$ cat src/rtl/wb_arbiter_pkg.sv
// Shared widths and the buffered mul/div result entry for the writeback arbiter.
`timescale 1ns/1ps
package wb_arbiter_pkg;
  localparam int REG_ADDR_W = 5;
  localparam int XLEN       = 32;
  localparam logic [REG_ADDR_W-1:0] X0 = 5'd0;
  localparam int ENTRY_W    = REG_ADDR_W + XLEN;

  typedef struct packed {
    logic [REG_ADDR_W-1:0] rd;
    logic [XLEN-1:0]       wd;
  } wb_entry_t;
endpackage

$ cat src/rtl/wb_arbiter_sync_fifo.sv
// Small synchronous FIFO; power-of-2 depth so pointers wrap naturally.
`timescale 1ns/1ps
module sync_fifo #(
  parameter int DEPTH = 2,
  parameter int W     = 37
) (
  input  logic                       clk,
  input  logic                       rstn,
  input  logic                       push_i,
  input  logic [W-1:0]               din_i,
  input  logic                       pop_i,
  output logic [W-1:0]               dout_o,
  output logic [$clog2(DEPTH+1)-1:0] count_o,
  output logic                       empty_o
);
  localparam int AW = $clog2(DEPTH);
  localparam int CW = $clog2(DEPTH+1);

  logic [DEPTH-1:0][W-1:0] mem_q;
  logic [AW-1:0]           wr_ptr_q, rd_ptr_q;
  logic [CW-1:0]           cnt_q;

  always_ff @(posedge clk) begin
    if (push_i) mem_q[wr_ptr_q] <= din_i;
  end

  always_ff @(posedge clk or negedge rstn) begin
    if (!rstn) begin
      wr_ptr_q <= '0;
      rd_ptr_q <= '0;
      cnt_q    <= '0;
    end else begin
      if (push_i) wr_ptr_q <= wr_ptr_q + 1'b1;
      if (pop_i)  rd_ptr_q <= rd_ptr_q + 1'b1;
      cnt_q <= cnt_q + CW'(push_i) - CW'(pop_i);
    end
  end

  assign dout_o  = mem_q[rd_ptr_q];
  assign count_o = cnt_q;
  assign empty_o = (cnt_q == '0);
endmodule

$ cat src/rtl/wb_arbiter.sv
// Writeback arbiter: pipeline writes win the single RF port; buffered mul/div results
// fill idle slots, with a one-cycle stall forced when the FIFO head starves.
`timescale 1ns/1ps
module wb_arbiter
  import wb_arbiter_pkg::*;
#(
  parameter int DEPTH      = 2,
  parameter int STARVE_MAX = 4
) (
  input  logic                  clk,
  input  logic                  rstn,
  input  logic                  pipe_we,
  input  logic [REG_ADDR_W-1:0] pipe_rd,
  input  logic [XLEN-1:0]       pipe_wd,
  input  logic                  md_valid,
  output logic                  md_ready,
  input  logic [REG_ADDR_W-1:0] md_rd,
  input  logic [XLEN-1:0]       md_wd,
  input  logic                  iss_valid,
  input  logic [REG_ADDR_W-1:0] iss_rd,
  output logic [REG_ADDR_W-1:0] a3,
  output logic [XLEN-1:0]       wd3,
  output logic                  we3,
  output logic [31:0]           pend_mask,
  output logic                  stall_req
);
  localparam int FCW = $clog2(DEPTH+1);
  localparam int SCW = $clog2(STARVE_MAX+1);

  wb_entry_t      head, md_entry;
  logic [FCW-1:0] fifo_cnt;
  logic           fifo_empty, push, pop, pipe_hit;
  logic [SCW-1:0] starve_q, starve_d;
  logic           stall_q, stall_d;
  logic [31:0]    pend_q, pend_d;

  assign md_entry = '{rd: md_rd, wd: md_wd};
  assign md_ready = (fifo_cnt < FCW'(DEPTH));
  assign push     = md_valid & md_ready;

  // The stall cycle ignores the (held) pipe write so the head is guaranteed to drain.
  assign pipe_hit = pipe_we & (pipe_rd != X0) & ~stall_q;
  assign pop      = ~pipe_hit & ~fifo_empty;

  sync_fifo #(.DEPTH(DEPTH), .W(ENTRY_W)) u_fifo (
    .clk     (clk),
    .rstn    (rstn),
    .push_i  (push),
    .din_i   (md_entry),
    .pop_i   (pop),
    .dout_o  (head),
    .count_o (fifo_cnt),
    .empty_o (fifo_empty)
  );

  always_comb begin
    we3 = 1'b0;
    a3  = X0;
    wd3 = '0;
    if (pipe_hit) begin
      we3 = 1'b1;
      a3  = pipe_rd;
      wd3 = pipe_wd;
    end else if (!fifo_empty) begin
      we3 = (head.rd != X0);
      a3  = head.rd;
      wd3 = head.wd;
    end
  end

  always_comb begin
    starve_d = starve_q;
    if (pop || fifo_empty) starve_d = '0;
    else if (pipe_hit)     starve_d = starve_q + 1'b1;
    stall_d = (starve_d == SCW'(STARVE_MAX));
  end

  // Issue set is applied after the commit clear so a same-cycle set wins.
  always_comb begin
    pend_d = pend_q;
    if (pop && head.rd != X0)       pend_d[head.rd] = 1'b0;
    if (iss_valid && iss_rd != X0)  pend_d[iss_rd]  = 1'b1;
  end

  always_ff @(posedge clk or negedge rstn) begin
    if (!rstn) begin
      starve_q <= '0;
      stall_q  <= 1'b0;
      pend_q   <= '0;
    end else begin
      starve_q <= starve_d;
      stall_q  <= stall_d;
      pend_q   <= pend_d;
    end
  end

  assign pend_mask = pend_q;
  assign stall_req = stall_q;
endmodule

$ cat config.mk
export PLATFORM = sky130hd
export DESIGN_NAME = wb_arbiter
export DESIGN_NICKNAME = d
export VERILOG_FILES = /design/src/rtl/wb_arbiter_pkg.sv /design/src/rtl/wb_arbiter_sync_fifo.sv /design/src/rtl/wb_arbiter.sv
export SDC_FILE = /design/constraint.sdc
export NUM_CORES = 1
export LEC_CHECK = 0
export ABC_AREA = 1
export CORE_ASPECT_RATIO = 1.1
export CORE_MARGIN = 3
export CORE_UTILIZATION = 40
export DETAILED_ROUTE_END_ITERATION = 16
export PLACE_DENSITY = 0.82
export SETUP_SLACK_MARGIN = 0.3
export SYNTH_ARGS = -nofsm -noshare
export SYNTH_HDL_FRONTEND = slang
export SYNTH_SLANG_ARGS = --single-unit
$ cat constraint.sdc
create_clock -name clk -period 2.35 [get_ports clk]
set_input_delay 0.5875 -clock clk [delete_from_list [all_inputs] [get_ports clk]]
set_output_delay 0.5875 -clock clk [all_outputs]
set_load 0.02 [all_outputs]
Word-level counts from Yosys, hierarchy flattened

Index checks and enable logic that the tools add are counted.

Flip-flop bits (word level): 114
Logic and storage cells: 61

Add/subtract/negate cells: 5
Magnitude comparators: 8
Equality and inequality tests: 1
Muxes and demuxes: 19
Bitwise operators: 10
Reductions and logical operators: 10

Operator list:

| cell                                                                                 | number |
|---|---|
| 32-bit 2-to-1 mux                                                                    | 4 |
| 37-bit 2-to-1 mux                                                                    | 3 |
| 74-bit bitwise mux                                                                   | 1 |
| 37-bit demux with 1-bit select                                                       | 1 |
| 32-bit AND                                                                           | 1 |
| 32-bit NOT                                                                           | 1 |
| 32-bit OR                                                                            | 1 |
| 5-bit nonzero test                                                                   | 3 |
| 5-bit by 6-bit less-than comparator with 1-bit output (second input constant)        | 2 |
| 1-bit demux with 5-bit select                                                        | 2 |
| 5-bit by 1-bit greater-or-equal comparator with 1-bit output (second input constant) | 2 |
| 5-bit 2-to-1 mux                                                                     | 2 |
| 3-bit 2-to-1 mux                                                                     | 2 |
| 1-bit logical AND                                                                    | 5 |
| 1-bit AND                                                                            | 4 |
| 1-bit by 2-bit less-than comparator with 1-bit output (second input constant)        | 2 |
| 1-bit 2-to-1 mux                                                                     | 4 |
| 3-bit by 1-bit adder with 3-bit output (second input constant)                       | 1 |
| 3-bit == test (second input constant)                                                | 1 |
| 1-bit NOT                                                                            | 3 |
| 1-bit adder (second input constant)                                                  | 2 |
| 2-bit by 1-bit adder with 2-bit output                                               | 1 |
| 2-bit zero test                                                                      | 1 |
| 2-bit less-than comparator (second input constant)                                   | 1 |
| 3 further kinds                                                                      | 3 |

Depth between registers and ports, before layout

Gate-level depths: netlist of the first run.

Depth after elaboration: 11
Mapped depth: 9
Depth with buffers taken out: 9

Cells and area by module

From an unflattened synthesis of the first run, not the netlist that was laid out.

Cell total of the unflattened synthesis: 599
Area, all modules: 5,362.6 um2

By module, submodules not included:

| module     | instances | cells an instance | area each (um2) | seq. area each (um2) |
|---|---|---|---|---|
| sync_fifo  | 1         | 217               | 2,960.3         | 2,322.2 |
| wb_arbiter | 1         | 382               | 2,402.3         | 900.9 |

Least setup slack after synthesis of the first run

OpenSTA, ideal clock, no wires.

Path kind: register -> register
Start point: reg u_fifo.cnt_q[1] (netlist: u_fifo.count_o[1])
End point: reg u_fifo.mem_q[0] (netlist bit), enable pin
Setup time: 0.431 ns
Data arrival time: 2.274 ns
Data required time: 1.919 ns
Slack: -0.355 ns
Stages on the path, launching flop included: 4
Clock period less this slack: 2.705 ns
Path through: dfrtp_1 > inv_1 > nand2_1 > nor2_1

Word-level cells in the longest chain between the ends: 2

RTL lines:

| element                        | line                       | source |
|---|---|---|
| start: declaration             | wb_arbiter_sync_fifo.sv:21 | `logic [CW-1:0] cnt_q;` |
| start signal: assignment       | wb_arbiter_sync_fifo.sv:35 | `cnt_q <= cnt_q + CW'(push_i) - CW'(pop_i);` |
| 2-bit less-than comparator     | wb_arbiter.sv:38           | `assign md_ready = (fifo_cnt < FCW'(DEPTH));` |
| named net md_ready             | wb_arbiter.sv:16           | `output logic md_ready,` |
| 1-bit AND                      | wb_arbiter.sv:39           | `assign push = md_valid & md_ready;` |
| end signal: indexed assignment | wb_arbiter_sync_fifo.sv:24 | `if (push_i) mem_q[wr_ptr_q] <= din_i;` |
| end: declaration               | wb_arbiter_sync_fifo.sv:19 | `logic [DEPTH-1:0][W-1:0] mem_q;` |

The timed path passes the listed nets, and every way through them passes these cells.
A chain may end at the register's enable or synchronous reset.

Worst setup path after layout of the first run

Start point: reg u_fifo.rd_ptr_q
End point: out wd3[31]

Word-level cells in the longest chain between the ends: 4

RTL lines:

| element                                               | line                       | source |
|---|---|---|
| start: declaration                                    | wb_arbiter_sync_fifo.sv:20 | `logic [AW-1:0] wr_ptr_q, rd_ptr_q;` |
| start signal: assignment                              | wb_arbiter_sync_fifo.sv:34 | `if (pop_i) rd_ptr_q <= rd_ptr_q + 1'b1;` |
| 37-bit 2-to-1 mux (implied by the code) (2 in series) | wb_arbiter_sync_fifo.sv:39 | `assign dout_o = mem_q[rd_ptr_q];` |
| 32-bit 2-to-1 mux                                     | wb_arbiter.sv:64           | `end else if (!fifo_empty) begin` |
| 32-bit 2-to-1 mux                                     | wb_arbiter.sv:60           | `if (pipe_hit) begin` |
| end: declaration                                      | wb_arbiter.sv:22           | `output logic [XLEN-1:0] wd3,` |

No other way between the ends. The select of a mux whose other input is x is not followed.

==> impl_metrics.tcl, run 1 <==
set metrics [dict create \
    status "finished with violations" \
    violations "setup timing" \
    ys_ff_latch 114 \
    endpoint "wd3[31]" \
    timing.final.ws_setup_ns -0.0906 \
    htreeDepth 4 \
    grt.total_usage_pct 24.0 \
    period_share_pct 104 \
    seq_area_frac_synth_pct 64.1 \
    required_ns 1.76 \
    ios 156 \
    fp.dieArea_sq_um 14000 \
    maxCapViolCount 0 \
    worst_hold_path_type "in -> async" \
    pre_cts_ws_ns -0.931 \
    syn_avg_cell_area_sq_um 10.4 \
    drive_above_1_share_pct 33.7 \
    cellPowerDensity_nw_per_um2 1250 \
    cts_hold_buf 0 \
    portBuffers 155 \
    die_w_um 113 \
    cts_tree "built" \
    clockRootBuffer "clkbuf_16" \
    max_slew_margin_pct 52.9 \
    ant_nets 0 \
    rr_endpoint "pend_mask[18]" \
    first_pass_iters 5 \
    drc 0 \
    peakVddDrop_uv 705 \
    drt_iter0_drc 454 \
    clockBufferDepth 2 \
    tightest_slew_ns 0.701 \
    dp.cells 807 \
    start_kind "flip-flop" \
    synth_cells 486 \
    fin_nets 794 \
    start_util_pct 41.4 \
    total_power_mw 10.8 \
    grt_pass1_wl_mm 25.0 \
    final-hold-violation-count 0 \
    vias 4741 \
    r2r_slack_ns 0.35 \
    cts_buffers 17 \
    reg2regPathDepth 13 \
    core_region_area_sq_um 12100 \
    multi_input_area_sq_um 2170 \
    grt_pass1_vias 4626 \
    clk-insertion-delay-late_ns 0.42 \
    path_class "reg -> out" \
    setup_violations 32 \
    grt_max_degree 41 \
    routed_via_density 5.41 \
    fin_cells 877 \
    yosys_warnings 0 \
    reg2reg_from "u_fifo.rd_ptr_q" \
    slew_violations 0 \
    startpoint "u_fifo.rd_ptr_q" \
    syn_nets 572 \
    top_layer_used "met4" \
    wl_met1_mm 6.35 \
    dp_hpwl_mm 10.3 \
    clock_sinks 114 \
    rows 42 \
    path_max_fanout 22 \
    syn_area_sq_um 5030 \
    endpoint_kind "output port" \
    grt_overflow 0 \
    syn2layout_area_growth_pct 71.8 \
    rsz0062_at_grt "yes" \
    skew_ns 0.0120 \
    cp.arrival_ns 1.85 \
    dr_wl_met3_mm 1.48 \
    place_congestion 0.882 \
    p_leak_nw 3.61 \
    drt_wl_total_mm 18.7 \
    fmax_ghz 0.410 \
    antenna_found_initial 2 \
    wl_met2_mm 9.89 \
    wire_per_inst_um 21.3 \
    die-height_um 124 \
    clk_pin_slew_worst_paths_ns 0.06 \
    synth.distinct_cells 23 \
    final.min_clock_period_ns 2.44 \
    fillers 710 \
    seq_area_sq_um 3220 \
]
registers in the layout, summed over array words and instances, names as in the netlist:
| register | count |
|---|---|
| u_fifo.wr_ptr_q | 1 |
| stall_req | 1 |
| pend_mask | 32 |
| u_fifo.count_o | 2 |
| u_fifo.mem_q | 74 |
| u_fifo.rd_ptr_q | 1 |
| starve_q | 3 |
how the worst min path moves through the flow:
| stage | to | cells after the start | startpoint | slack (ns) |
|---|---|---|---|---|
| floorplan | pend_mask[0] | 0 | rstn | 0.29 |
| global placement | pend_mask[0] | 0 | pend_mask[0] | 0.37 |
| detailed placement | pend_mask[0] | 0 | pend_mask[0] | 0.37 |
| CTS | pend_mask[27] | 2 | rstn | 0.23 |
| global route | pend_mask[5] | 2 | rstn | 0.26 |
| finish | pend_mask[27] | 2 | rstn | 0.23 |
power breakdown:
| part | total (mW) | switching (mW) | internal (mW) | leakage, nW |
|---|---|---|---|---|
| registers | 3.12 | 0.340 | 2.78 | 1.17 |
| clock network | 2.64 | 1.05 | 1.59 | 0.289 |
| logic | 5.02 | 2.80 | 2.23 | 2.16 |
| total | 10.8 | 4.18 | 6.61 | 3.61 |
cells in the final DEF, fill, tap and decap left out, types with 8 or more instances in the layout:
master / instances
buf_12: 10
buf_4: 42
buf_6: 45
clkbuf_16: 18
clkdlybuf4s50_1: 108
dfrtp_1: 39
edfxtp_1: 74
inv_1: 24
mux2i_1: 17
mux2i_2: 12
nand2_1: 131
nand2_2: 25
nand3_1: 31
nor2_1: 26
nor3_1: 11
o21ai_0: 8
o21ai_2: 15
o21ai_4: 21
through the flow:
stage | instance area, sq um | utilization [%] | setup TNS (ns) | hold WS (ns)
after floorplan | 5200 | - | 0 | 0.292
after global placement | 7080 | 58.3 | -30.92 | 0.366
after detailed placement | 7080 | 58.3 | -32.13 | 0.368
after CTS | 8220 | 67.7 | -0.00554 | 0.231
after global routing | 8640 | 71.2 | -2.72 | 0.261
final | 8640 | 71.2 | -0.963 | 0.233
per-layer routing:
metal	vias to the layer above	GRT usage, %
li1	2100	-
met1	2265	26.0
met2	298	42.2
met3	78	6.41
met4	0	14.6
met5	-	0
worst max-delay path, stage by stage, from the launching register on:
cell and delay [ns]:
dfrtp_2 0.41, buf_4 0.14, buf_12 0.22, mux2i_1 0.40, o21ai_4 0.10, buf_6 0.14
final cells by class:
cell class	instances	area share [%]
clock buffer	17	4.92
sequential	114	37.3
timing repair buffer	217	26.7
timing repair inverter	1	0.0434
inverter	31	1.58
clock inverter	15	2.00
antenna	2	0.0579
multi-input combinational	326	25.1
tap	154	2.23
Yosys cell counts:
master    count  area [sq um]
nand2_1     156           586
edfxtp_1     74          2220
o21ai_0      44           220
dfrtp_1      40          1000
mux2i_1      32           320
nand3_1      32           160
nor2_1       32           120
inv_1        29           109
nor3_1       11          55.1
nand2_2       8          50.1
clkbuf_1      6          22.5
buf_4         4          30.0
buf_2         3          15.0
xor2_1        3          26.3
buf_6         2          22.5
ha_1          2          25.0
nor2_2        2          12.5
a21oi_1       1          5.00
clkbuf_2      1          5.00
clkinv_1      1          3.75
inv_2         1          3.75
nand3_2       1          10.0
o22ai_1       1          6.26
kinds of logic (layout without fill, tap and decap cells):
group | after synthesis | count (layout) | share of synthesized area, %
AOI/OAI and AO/OA | 46 | 46 | 4.60
other | 0 | 2 | 0
and+or+nand+nor | 242 | 243 | 19.7
DFF | 114 | 114 | 64.1
xor gates and xnor gates | 3 | 3 | 0.522
adders and majority gates | 2 | 2 | 0.497
muxes | 32 | 32 | 6.37
buffers and inverters | 47 | 281 | 4.20
timing repair:
item	CTS	global route
endpoints found under the setup margin	40	39
gates resized for setup	318	76
setup buffers	17	11
pin swaps	15	11
cloned	7	1
hold endpoints to repair	0	0
Power figures use the tool's default switching activity.
==> run 2: changes to the inputs <==
--- a/config.mk
+++ b/config.mk
@@ -9,6 +9,7 @@
 export CORE_ASPECT_RATIO = 1.1
 export CORE_MARGIN = 3
 export CORE_UTILIZATION = 40
+export CTS_CLUSTER_DIAMETER = 200
 export DETAILED_ROUTE_END_ITERATION = 16
 export PLACE_DENSITY = 0.82
 export SETUP_SLACK_MARGIN = 0.3
==> results of run 2 <==
Same layout as run 1: the final DEF is identical, and so are final timing and power.
